**src/rtl/clk_div_pkg.sv**
```systemverilog
// Shared types and constants for the divider configuration path.
package clk_div_pkg;

    // Sender FSM: IDLE accepts a request, SETUP lets o_div settle one cycle,
    // HOLD keeps o_div frozen while the far-side clk_div samples it.
    typedef enum logic [1:0] {
        IDLE  = 2'd0,
        SETUP = 2'd1,
        HOLD  = 2'd2
    } cfg_tx_st_e;

    // Special divide values: 0 stops the clock, 1 passes it through.
    localparam int DIV_OFF = 0;
    localparam int DIV_BYP = 1;

endpackage

```
**src/rtl/clk_div_ramp_step.sv**
```systemverilog
// Computes the next divide value to send when moving from cur toward target.
// Off/bypass values on either side are never ramped through.
module clk_div_ramp_step
    import clk_div_pkg::*;
#(
    parameter int DW   = 8,
    parameter int STEP = 1
) (
    input  logic [DW-1:0] cur,
    input  logic [DW-1:0] target,
    input  logic          ramp,
    output logic [DW-1:0] next_div
);

    logic [DW:0] cur_w;
    logic [DW:0] tgt_w;
    logic [DW:0] up_w;
    logic [DW:0] dn_lim_w;

    // One extra bit keeps the upward add from wrapping and lets the downward
    // path compare against target+STEP instead of subtracting below zero.
    always_comb begin
        cur_w    = {1'b0, cur};
        tgt_w    = {1'b0, target};
        up_w     = cur_w + (DW+1)'(STEP);
        dn_lim_w = tgt_w + (DW+1)'(STEP);
        next_div = target;
        if (ramp && (cur > DW'(DIV_BYP)) && (target > DW'(DIV_BYP))) begin
            if (tgt_w > cur_w) begin
                next_div = (up_w > tgt_w) ? target : up_w[DW-1:0];
            end else if (cur_w >= dn_lim_w) begin
                next_div = cur - DW'(STEP);
            end else begin
                next_div = target;
            end
        end
    end

endmodule

```
**src/rtl/clk_div_cfg_tx.sv**
```systemverilog
// Sending side of the clk_div configuration interface. Each value goes out as
// o_div followed one cycle later by a flip of o_div_tog, then o_div is frozen
// for HOLD_CYC cycles because clk_div returns no acknowledge.
module clk_div_cfg_tx
    import clk_div_pkg::*;
#(
    parameter int DW       = 8,
    parameter int HOLD_CYC = 8,
    parameter int STEP     = 1
) (
    input  logic          i_clk,
    input  logic          i_rstn,
    input  logic          i_req_vld,
    output logic          o_req_rdy,
    input  logic [DW-1:0] i_req_div,
    input  logic          i_req_ramp,
    output logic [DW-1:0] o_div,
    output logic          o_div_tog,
    output logic          o_busy
);

    localparam int CW = (HOLD_CYC > 1) ? $clog2(HOLD_CYC) : 1;

    cfg_tx_st_e    state_q, state_d;
    logic [DW-1:0] div_q, div_d;
    logic [DW-1:0] target_q, target_d;
    logic          ramp_q, ramp_d;
    logic          tog_q, tog_d;
    logic [CW-1:0] cnt_q, cnt_d;

    logic [DW-1:0] step_tgt;
    logic          step_ramp;
    logic [DW-1:0] step_next;

    // In IDLE the first step comes straight from the request; afterwards only
    // the latched copy is used, so busy-time changes on i_req_* are invisible.
    assign step_tgt  = (state_q == IDLE) ? i_req_div  : target_q;
    assign step_ramp = (state_q == IDLE) ? i_req_ramp : ramp_q;

    clk_div_ramp_step #(
        .DW   (DW),
        .STEP (STEP)
    ) u_step (
        .cur      (div_q),
        .target   (step_tgt),
        .ramp     (step_ramp),
        .next_div (step_next)
    );

    // State and output registers; reset drops any pending target.
    always_ff @(posedge i_clk or negedge i_rstn) begin
        if (!i_rstn) begin
            state_q  <= IDLE;
            div_q    <= DW'(DIV_OFF);
            target_q <= DW'(DIV_OFF);
            ramp_q   <= 1'b0;
            tog_q    <= 1'b0;
            cnt_q    <= '0;
        end else begin
            state_q  <= state_d;
            div_q    <= div_d;
            target_q <= target_d;
            ramp_q   <= ramp_d;
            tog_q    <= tog_d;
            cnt_q    <= cnt_d;
        end
    end

    // Next-state logic: o_div only moves on entry to SETUP, the toggle only on
    // leaving it, so the two never change on the same edge.
    always_comb begin
        state_d  = state_q;
        div_d    = div_q;
        target_d = target_q;
        ramp_d   = ramp_q;
        tog_d    = tog_q;
        cnt_d    = cnt_q;
        case (state_q)
            IDLE: begin
                if (i_req_vld) begin
                    target_d = i_req_div;
                    ramp_d   = i_req_ramp;
                    div_d    = step_next;
                    state_d  = SETUP;
                end
            end
            SETUP: begin
                tog_d   = ~tog_q;
                cnt_d   = CW'(HOLD_CYC - 1);
                state_d = HOLD;
            end
            HOLD: begin
                if (cnt_q == '0) begin
                    if (div_q == target_q) begin
                        state_d = IDLE;
                    end else begin
                        div_d   = step_next;
                        state_d = SETUP;
                    end
                end else begin
                    cnt_d = cnt_q - 1'b1;
                end
            end
            default: begin
                state_d = IDLE;
            end
        endcase
    end

    assign o_div     = div_q;
    assign o_div_tog = tog_q;
    assign o_req_rdy = (state_q == IDLE);
    assign o_busy    = ~o_req_rdy;

endmodule

```
**config.mk**
```make
export PLATFORM = sky130hd
export DESIGN_NAME = clk_div_cfg_tx
export DESIGN_NICKNAME = d
export VERILOG_FILES = /design/src/rtl/clk_div_pkg.sv /design/src/rtl/clk_div_ramp_step.sv /design/src/rtl/clk_div_cfg_tx.sv
export SDC_FILE = /design/constraint.sdc
export NUM_CORES = 1
export LEC_CHECK = 0
export CORE_MARGIN = 3
export CORE_UTILIZATION = 27
export CTS_CLUSTER_DIAMETER = 80
export DETAILED_ROUTE_END_ITERATION = 6
export GPL_TIMING_DRIVEN = 0
export SETUP_SLACK_MARGIN = 0.4
export SYNTH_ARGS = -nofsm -noshare
export SYNTH_HDL_FRONTEND = slang
export SYNTH_SLANG_ARGS = --single-unit
```
**constraint.sdc**
```tcl
create_clock -name i_clk -period 5 [get_ports i_clk]
set_clock_uncertainty 0.2 [all_clocks]
set_input_delay 0.75 -clock i_clk [delete_from_list [all_inputs] [get_ports i_clk]]
set_output_delay 0.75 -clock i_clk [all_outputs]
set_load 0.03 [all_outputs]
```
* After elaboration in Yosys (flattened, before gate mapping)
Cells that the tools add are included.
** Word-level totals
- Bits of input ports :: 12
- Output and inout port bits :: 11
- Register bits after elaboration :: 23
- Word-level logic and storage cells :: 50
** Cells by class
- Eq/ne operators :: 7
- Bitwise operators :: 2
- Muxes and demuxes :: 16
- Reductions and logical operators :: 10
- $lt $le $gt $ge :: 5
- Add/subtract/negate cells :: 4
** Operator list (number)
- 2-to-1 mux 8 bit :: 8
- adder 8 x 1 -> 9 bit, second input constant :: 2
- > comparator 8 x 1 -> 1 bit, second input constant :: 2
- one-hot mux 8 bit (2 select lines) :: 1
- greater-or-equal comparator 8 x 9 -> 1 bit :: 1
- > comparator 9 x 8 -> 1 bit :: 1
- equality test 8 bit :: 1
- > comparator 8 bit :: 1
- inequality test 2 bit, second input constant :: 4
- subtractor 8 x 1 -> 8 bit, second input constant :: 1
- one-hot mux 2 bit (3 select lines) :: 1
- one-hot mux 3 bit (2 select lines) :: 1
- AND reduction 2 bit :: 3
- 2-to-1 mux 2 bit :: 2
- AND reduction 4 bit :: 1
- nonzero test 2 bit :: 2
- logical NOT 3 bit :: 1
- 2-to-1 mux 3 bit :: 1
- subtractor 3 x 1 -> 3 bit, second input constant :: 1
- equality test 2 x 1 -> 1 bit, second input constant :: 1
- equality test 2 bit, second input constant :: 1
- logical AND 1 bit :: 2
- logical NOT 2 bit :: 1
- 2-to-1 mux 1 bit :: 2
- NOT 1 bit :: 2

* Logic depth before layout (Yosys ltp)
Gate-level depths: netlist of run 1.
- Depth after elaboration :: 10
- Mapped depth :: 20
- Depth with buffers taken out :: 17

* By module
Synthesis of run 1 repeated with hierarchy kept, for this count alone.
** Second synthesis, totals
- Cells, all modules :: 240
- Area, all modules :: 2323.5 µm²
** By module, submodules not included
- clk_div_cfg_tx :: area each 1163.6 µm², cells an instance 92, instances 1, seq. area each 575.6 µm²
- clk_div_ramp_step :: area each 1159.9 µm², cells an instance 148, instances 1, seq. area each 0.0 µm²

* Least setup slack after synthesis of run 1
No wires, ideal clock.
- Kind :: reg-to-reg
- Start point :: register state_q[0]
- End point :: register div_q[3] (netlist: o_div[3])
- Required time :: 4.667 ns
- Period minus slack after synthesis :: 3.771 ns
- Path slack :: 1.229 ns
- Library setup time :: 0.133 ns
- Buffers on the path :: 3
- Cell stages (with the launch flop) :: 20
- Data arrival time :: 3.439 ns
- Path through :: dfrtp_1 > buf_6 > nor2_4 > buf_6 > mux2_4 > inv_1 > or3_1 > nor2_1 > nand2_1 > nor2_1 > xnor2_1 > ha_1 > a2111oi_0 > nand2_1 > a41o_1 > o211ai_4 > buf_2 > a31oi_1 > a211oi_2 > o221ai_2
** On the way
- Longest elaborated chain between the ends :: 10
- Elaborated cells on any way between the ends :: 24
- Those cells by class :: 1 x add/sub; 4 x order compare; 4 x eq/ne; 10 x mux; 5 x reduce/logical
** Ends and longest elaborated chain
- start, declared :: RTL line clk_div_cfg_tx.sv:24 : cfg_tx_st_e state_q, state_d;
- start signal, assigned :: RTL line clk_div_cfg_tx.sv:60 : state_q <= state_d;
- logical NOT 2 bit *
- via o_req_rdy :: RTL line clk_div_cfg_tx.sv:14 : output logic o_req_rdy,
- 2-to-1 mux 8 bit :: RTL line clk_div_cfg_tx.sv:37 : assign step_tgt = (state_q == IDLE) ? i_req_div : target_q;
- adder 8 x 1 -> 9 bit :: RTL line clk_div_ramp_step.sv:26 : dn_lim_w = tgt_w + (DW+1)'(STEP);
- greater-or-equal comparator 8 x 9 -> 1 bit :: RTL line clk_div_ramp_step.sv:31 : end else if (cur_w >= dn_lim_w) begin
- 2-to-1 mux 8 bit :: RTL line clk_div_ramp_step.sv:31
- 2-to-1 mux 8 bit :: RTL line clk_div_ramp_step.sv:29 : if (tgt_w > cur_w) begin
- 2-to-1 mux 8 bit :: RTL line clk_div_ramp_step.sv:28 : if (ramp && (cur > DW'(DIV_BYP)) && (target > DW'(DIV_BYP))) begin
- 2-to-1 mux 8 bit :: RTL line clk_div_cfg_tx.sv:94 : if (div_q == target_q) begin
- 2-to-1 mux 8 bit :: RTL line clk_div_cfg_tx.sv:93 : if (cnt_q == '0) begin
- one-hot mux 8 bit (2 select lines) :: RTL line clk_div_cfg_tx.sv:78 : case (state_q)
- end signal, assigned :: RTL line clk_div_cfg_tx.sv:54 : div_q <= DW'(DIV_OFF);
- end signal, assigned :: RTL line clk_div_cfg_tx.sv:61 : div_q <= div_d;
- end, declared :: RTL line clk_div_cfg_tx.sv:25 : logic [DW-1:0] div_q, div_d;
Mark *: on every way through the listed nets, which the timed path passes. The rest lies on a longest branch. The select of a mux whose other input is x is not followed.
A chain may end at the register's enable or synchronous reset.

* Worst setup path after layout of run 1
- Start point :: input i_req_div[1]
- End point :: register div_q[3] (netlist: o_div[3])
** On the way
- Longest elaborated chain between the ends :: 9
- Elaborated cells on any way between the ends :: 15
- Those cells by class :: 1 x add/sub; 4 x order compare; 9 x mux; 1 x reduce/logical
** Ends and longest elaborated chain
- start, declared :: RTL line clk_div_cfg_tx.sv:15 : input logic [DW-1:0] i_req_div,
- 2-to-1 mux 8 bit * :: RTL line clk_div_cfg_tx.sv:37
- adder 8 x 1 -> 9 bit :: RTL line clk_div_ramp_step.sv:26
- greater-or-equal comparator 8 x 9 -> 1 bit :: RTL line clk_div_ramp_step.sv:31
- 2-to-1 mux 8 bit :: RTL line clk_div_ramp_step.sv:31
- 2-to-1 mux 8 bit :: RTL line clk_div_ramp_step.sv:29
- 2-to-1 mux 8 bit * :: RTL line clk_div_ramp_step.sv:28
- 2-to-1 mux 8 bit :: RTL line clk_div_cfg_tx.sv:94
- 2-to-1 mux 8 bit :: RTL line clk_div_cfg_tx.sv:93
- one-hot mux 8 bit (2 select lines) * :: RTL line clk_div_cfg_tx.sv:78
Mark *: on every way between the ends. The rest lies on a longest branch, timed or not. The select of a mux whose other input is x is not followed.

==> results of run 1 <==
## synth_stat cells (all sizes together), types with 3 or more instances
master,count,area [µm²]
nand4,6,37.54
mux2,13,153.9
buf,10,67.56
o41ai,3,45.05
clkbuf,4,15.01
o221ai,5,50.04
dfrtp,23,575.6
xnor2,18,157.7
inv,22,82.58
nand2,15,63.81
mux2i,7,77.58
and2,5,31.28
ha,28,350.3
nand3,16,92.59
nor2,14,76.32
o211ai,6,58.81
nor4,4,31.28
xor2,5,43.79
nor3,6,30.03
o21a,3,22.52
o21ai,16,83.83
a21oi,13,80.07
a22oi,5,37.54
nand2b,5,38.78
## critical path, cell delays in order
cell and delay [ns]:
clkdlybuf4s50_1 0.55, nand4bb_1 0.16, and2_1 0.20, or3_1 0.33, nor2_1 0.19, nand2_1 0.12, nor2_1 0.13, xnor2_1 0.08
ha_1 0.19, a2111oi_0 0.36, nand2_1 0.09, a41o_1 0.24, o211ai_4 0.11, buf_2 0.24, a31oi_1 0.12, a211oi_2 0.27
o221ai_2 0.13
## placed cells by master, fill, tap and decap left out, types with 5 or more instances in the layout
cell and n:
a21oi_1 9, a22oi_1 5, buf_2 6, clkdlybuf4s50_1 22, dfrtp_1 23, ha_1 28
inv_1 19, mux2_2 11, mux2i_1 5, nand2_1 14, nand3_1 15, nand4_1 6
nor2_1 12, nor3_1 6, o211ai_1 5, o21ai_0 9, o21ai_1 6, xnor2_1 18
xor2_1 5
## registers in the layout (all words and copies together) (netlist names)
signal / cells
cnt_q: 3
state_q: 2
o_div_tog: 1
ramp_q: 1
o_div: 8
target_q: 8
## final cells by class
type,count,share of cell area
timing repair buffer,22,0.07352
inverter,24,0.03049
multi-input combinational,221,0.6074
tap,126,0.05263
sequential,23,0.1921
buffer,14,0.02757
clock buffer,3,0.01378
clock inverter,1,0.002506
## kinds of logic (layout without fill, tap and decap cells)
group | Yosys count | count (layout)
AO/OA/AOI/OAI | 68 | 68
XOR/XNOR | 23 | 23
adder cells (fa/ha/maj) | 28 | 28
buffers and inverters | 38 | 64
flip-flops | 23 | 23
multiplexers | 20 | 20
AND/OR/NAND/NOR | 82 | 82
## metal layers
metal	share of wire	global-route usage
met1	0.48	0.1672
met2	0.44	0.1893
met4	0.022	0.03419
met5	0	0
met3	0.055	0.02425
## how the worst max path moves through the flow
stage / to / from
4_1_cts: o_div[3] / i_req_div[1]
5_1_grt: o_div[3] / i_req_div[0]
6_report: o_div[3] / i_req_div[1]
3_5_place_dp: o_div[3] / i_req_div[3]
2_1_floorplan: o_div[3] / state_q[0]
3_3_place_gp: o_div[3] / i_req_div[3]
## stage by stage
stage | utilization | hold WS (ns) | cell area [µm²] | cells | worst slack (ns)
2_1_floorplan | - | 0.2544 | 2569 | 282 | 1.229
3_3_place_gp | 0.3283 | 0.2633 | 2947 | 430 | 0.4113
3_5_place_dp | 0.3283 | 0.2677 | 2947 | 430 | 0.3884
4_1_cts | 0.3337 | 0.2855 | 2995 | 434 | 0.6604
5_1_grt | 0.3337 | 0.3233 | 2995 | 434 | 0.4183
6_report | 0.3337 | 0.2776 | 2995 | 434 | 0.6652
==> results.py, run 1 <==
metrics = {
    "grt": {
        "grt_max_degree": 24,
        "track_usage": 0.1203,
        "antenna_found_initial": 0,
        "grt_pass1_vias": 2204,
        "grt_overflow": 0,
        "grt_first_pass_wirelength_mm": 10.90,
    },
    "final_layout": {
        "fillers": 948,
        "num-nets-final": 349,
        "ff_latch_area_um2": 575.6,
        "multi_input_area_um2": 1819,
        "drive_above_1_share": 0.1818,
        "area_growth_pct": 16.61,
        "diodes": 0,
    },
    "logic_synthesis": {
        "async_flop_share": 1.000,
        "synth_fa_ha_area_frac": 0.1364,
        "synth-seq-area-share": 0.2241,
        "synthMuxAreaShare": 0.09011,
        "syn_avg_cell_area_um2": 9.109,
        "synthCells": 282,
        "syn_nets": 322,
        "synth_top_family_by_area": "compound AO/OA/AOI/OAI gates",
        "synth-edff-count": 0,
        "synth.distinct_cells": 68,
        "synth_xor_area_frac": 0.07842,
        "synthSimpleGateAreaFrac": 0.1924,
        "ys.flop_type": "dfrtp_1",
        "synth_compound_area_frac": 0.2109,
        "ys_ff_latch": 23,
        "synth_warnings": 0,
        "syn-cell-area_um2": 2569,
    },
    "worst_hold_path": {
        "hold_end": "o_div_tog",
        "hold_path_class": "flop to flop",
        "min-delay-start": "o_div_tog",
        "min_path_cells": 1,
    },
    "place": {
        "hpwl_mm": 5.256,
        "port_buffers": 22,
        "gp_congestion": 0.8580,
    },
    "worst_setup_path": {
        "r2r-start": "state_q[0]",
        "r2r_setup_slack_ns": 0.81,
        "crit_fanout": 10,
        "endpoint_kind": "flop",
        "worstPathArrival_ns": 4.28,
        "start_kind": "primary input",
        "required_ns": 4.94,
        "worstSetupPathType": "primary input to flop",
        "regToRegEndpoint": "o_div[3]",
        "reg2reg_depth": 19,
    },
    "routing": {
        "vias": 2208,
        "ant_nets": 0,
        "drtIter0Drc": 106,
        "drt_first_pass_iters": 4,
        "drc_errors": 0,
        "drt-wirelength-per-cell_um": 15.03,
        "viasPerCell": 5.088,
        "routed_wirelength_mm": 6.521,
    },
    "clock_network": {
        "cts_htree_levels": 1,
        "clk_latency_ns": 0.27,
        "postCtsSetupBuffers": 0,
        "cts_buffers": 3,
        "cts_resized": 0,
        "numClockSinks": 23,
        "cts_tree": "built",
        "clk_pin_slew_ns": 0.09,
        "ctsHoldBuffers": 0,
        "cts_buffer_depth": 2,
        "root_buffer": "clkbuf_8",
    },
    "sta": {
        "slew_violations": 0,
        "finalSetupTns_ns": 0,
        "rsz0062_at_grt": "false",
        "fmax_mhz": 230.7,
        "fin_crit_sh": 0.8670,
        "slew_headroom": 0.2995,
        "setup_viol": 0,
        "post-route-min-period_ns": 4.335,
        "worst_slew_pin_slew_ns": 1.047,
        "finalHoldViolCount": 0,
    },
    "floorplan": {
        "ios": 23,
        "die_h_um": 103.5,
        "num_rows": 34,
        "fp.dieArea_um2": 10720,
        "chipWidth_um": 103.5,
        "start_util": 0.2862,
        "core_um2": 8976,
    },
    "run_status": {
        "outcome": "complete, no violations",
    },
    "job": {
        "maxCapViolCount": 0,
    },
}
Power of run 1 is left out: the tool's default activity adds up to more than one toggle a clock period on the data nets, which glitch-free logic cannot reach.
==> inputs of run 2 (changes only) <==
clock period = 3.6 ns   (was 5 ns; I/O delays follow)
==> results.py, run 2 (synthesized netlist as in run 1, its figures left out) <==
metrics = {
    "floorplan": {
        "ios": 23,
        "chipWidth_um": 103.5,
        "start_util": 0.2862,
        "fp.dieArea_um2": 10720,
        "die_h_um": 103.5,
        "num_rows": 34,
        "core_um2": 8976,
    },
    "sta": {
        "finalHoldViolCount": 0,
        "slew_headroom": 0.2745,
        "slew_violations": 0,
        "fin_crit_sh": 1.006,
        "post-route-min-period_ns": 3.623,
        "setup_ws_ns": -0.02314,
        "rsz0062_at_grt": "true",
        "finalSetupTns_ns": -0.02314,
        "fmax_mhz": 276.0,
        "worst_slew_pin_slew_ns": 1.085,
        "setup_viol": 1,
    },
    "worst_setup_path": {
        "crit_fanout": 5,
        "reg2reg_depth": 19,
        "required_ns": 3.58,
        "regToRegEndpoint": "o_div[3]",
        "r2r_setup_slack_ns": -0.02,
        "start_kind": "primary input",
        "worstSetupPathType": "primary input to flop",
        "cp_common_cell": "nor2_2",
        "endpoint_kind": "flop",
        "worstPathArrival_ns": 3.60,
        "crit_family": "simple AND/OR/NAND/NOR gates",
        "r2r-start": "state_q[1]",
        "crit_slowest_cell": "or3_4",
        "cp_slowest_stage_delay_ns": 0.41,
        "crit_path_cell_trace": "dlygate4sd2_1 -> nand4bb_1 -> and2_1 -> or3_4 -> nor2_4 -> nand2_2 -> nor2_2 -> xnor2_1 -> ha_2 -> o21a_1 -> nor2_2 -> a41oi_2 -> o211ai_4 -> or3_1 -> a21oi_2 -> a211oi_2 -> o221ai_2",
        "path_buf_inv": 1,
    },
    "grt": {
        "antenna_found_initial": 0,
        "grt_pass1_vias": 2281,
        "grt_max_degree": 24,
        "track_usage": 0.1297,
        "grt_first_pass_wirelength_mm": 11.52,
        "grt_overflow": 0,
    },
    "routing": {
        "drt_first_pass_iters": 4,
        "ant_nets": 0,
        "routed_wirelength_mm": 7.123,
        "drc_errors": 0,
        "drtIter0Drc": 129,
        "vias": 2340,
        "viasPerCell": 5.132,
        "drt-wirelength-per-cell_um": 15.62,
    },
    "clock_network": {
        "cts_buffers": 3,
        "clk_latency_ns": 0.27,
        "root_buffer": "clkbuf_8",
        "cts_buffer_depth": 2,
        "cts_htree_levels": 1,
        "numClockSinks": 23,
        "clk_pin_slew_ns": 0.09,
        "cts_tree": "built",
    },
    "final_layout": {
        "fin_util": 0.3743,
        "final_cell_mix": "26 x ha_1, 24 x buf_4, 20 x dfrtp_1",
        "mostFrequentLayoutCell": "ha_1",
        "area_growth_pct": 30.78,
        "num-nets-final": 371,
        "stdcell_count": 456,
        "diodes": 0,
        "drive_above_1_share": 0.3091,
    },
    "run_status": {
        "violations": "setup timing",
        "outcome": "finished, violations left",
    },
    "place": {
        "port_buffers": 22,
        "hpwl_mm": 5.541,
        "dp_cells": 430,
        "gp_congestion": 0.8915,
    },
    "worst_hold_path": {
        "min_path_cells": 1,
        "hold_end": "o_div_tog",
        "hold_path_class": "flop to flop",
        "min-delay-start": "o_div_tog",
    },
    "job": {
        "maxCapViolCount": 0,
    },
}
==> run 2: worst max-delay path by stage <==
stage                     to          from  slack [ns]  depth (start not counted)
global route        o_div[4]    state_q[1]       -0.14                         18
CTS                 o_div[3]    state_q[0]       -0.04                         15
finish              o_div[3]  i_req_div[0]       -0.02                         17
floorplan           o_div[3]    state_q[1]        0.12                         19
detailed placement  o_div[3]  i_req_div[0]       -0.57                         17
global placement    o_div[4]  i_req_div[1]       -0.55                         17
==> run 2: layout make-up <==
| cell class | instances | area [µm²] |
|---|---|---|
| Sequential cell | 23 | 579.3 |
| Tap cell | 126 | 157.7 |
| Fill cell | 905 | 5617 |
| Multi-Input combinational cell | 221 | 1969 |
| Clock buffer | 4 | 45.04 |
| Inverter | 24 | 97.59 |
| Timing Repair Buffer | 44 | 397.9 |
| Buffer | 14 | 112.6 |
==> run 2: per-stage QoR <==
stage,hold slack [ns],area [µm²],setup slack (ns)
after CTS,0.2789,3261,-0.03603
after floorplan,0.04441,2646,0.1188
after global placement,0.2600,3024,-0.5548
after detailed placement,0.2621,3024,-0.5730
after global routing,0.2937,3359,-0.1375
final,0.2696,3359,-0.02314
==> run 2: worst register-to-register path, cell delays in order, from the launching register on <==
cell      delay, ns
dfrtp_1        0.38
buf_6          0.13
nor2_4         0.16
buf_12         0.14
mux2_4         0.18
inv_4          0.03
or3_4          0.34
nor2_4         0.13
nand2_2        0.09
nor2_2         0.12
xnor2_1        0.08
ha_2           0.32
o21a_1         0.13
nor2_2         0.05
a41oi_2        0.20
o211ai_4       0.14
or3_1          0.35
a21oi_2        0.15
a211oi_2       0.06
o221ai_2       0.17
==> run 2: routing by layer <==
| layer | vias to the layer above | share of wire | global-route usage |
|---|---|---|---|
| li1 | 1136 | - | - |
| met1 | 1144 | 0.46 | 0.1743 |
| met2 | 50 | 0.48 | 0.2201 |
| met3 | 10 | 0.038 | 0.01803 |
| met4 | 0 | 0.017 | 0.03229 |
| met5 | - | 0 | 0 |
==> run 2: what timing repair did <==
item / CTS / global route
buffers inserted: 12 / 9
pin swaps: 14 / 12
hold buffers: 0 / 0
gates resized for setup: 21 / 5
setup endpoints to repair: 8 / 8
cloned: 1 / 0
Power of run 2 is left out for the same reason.
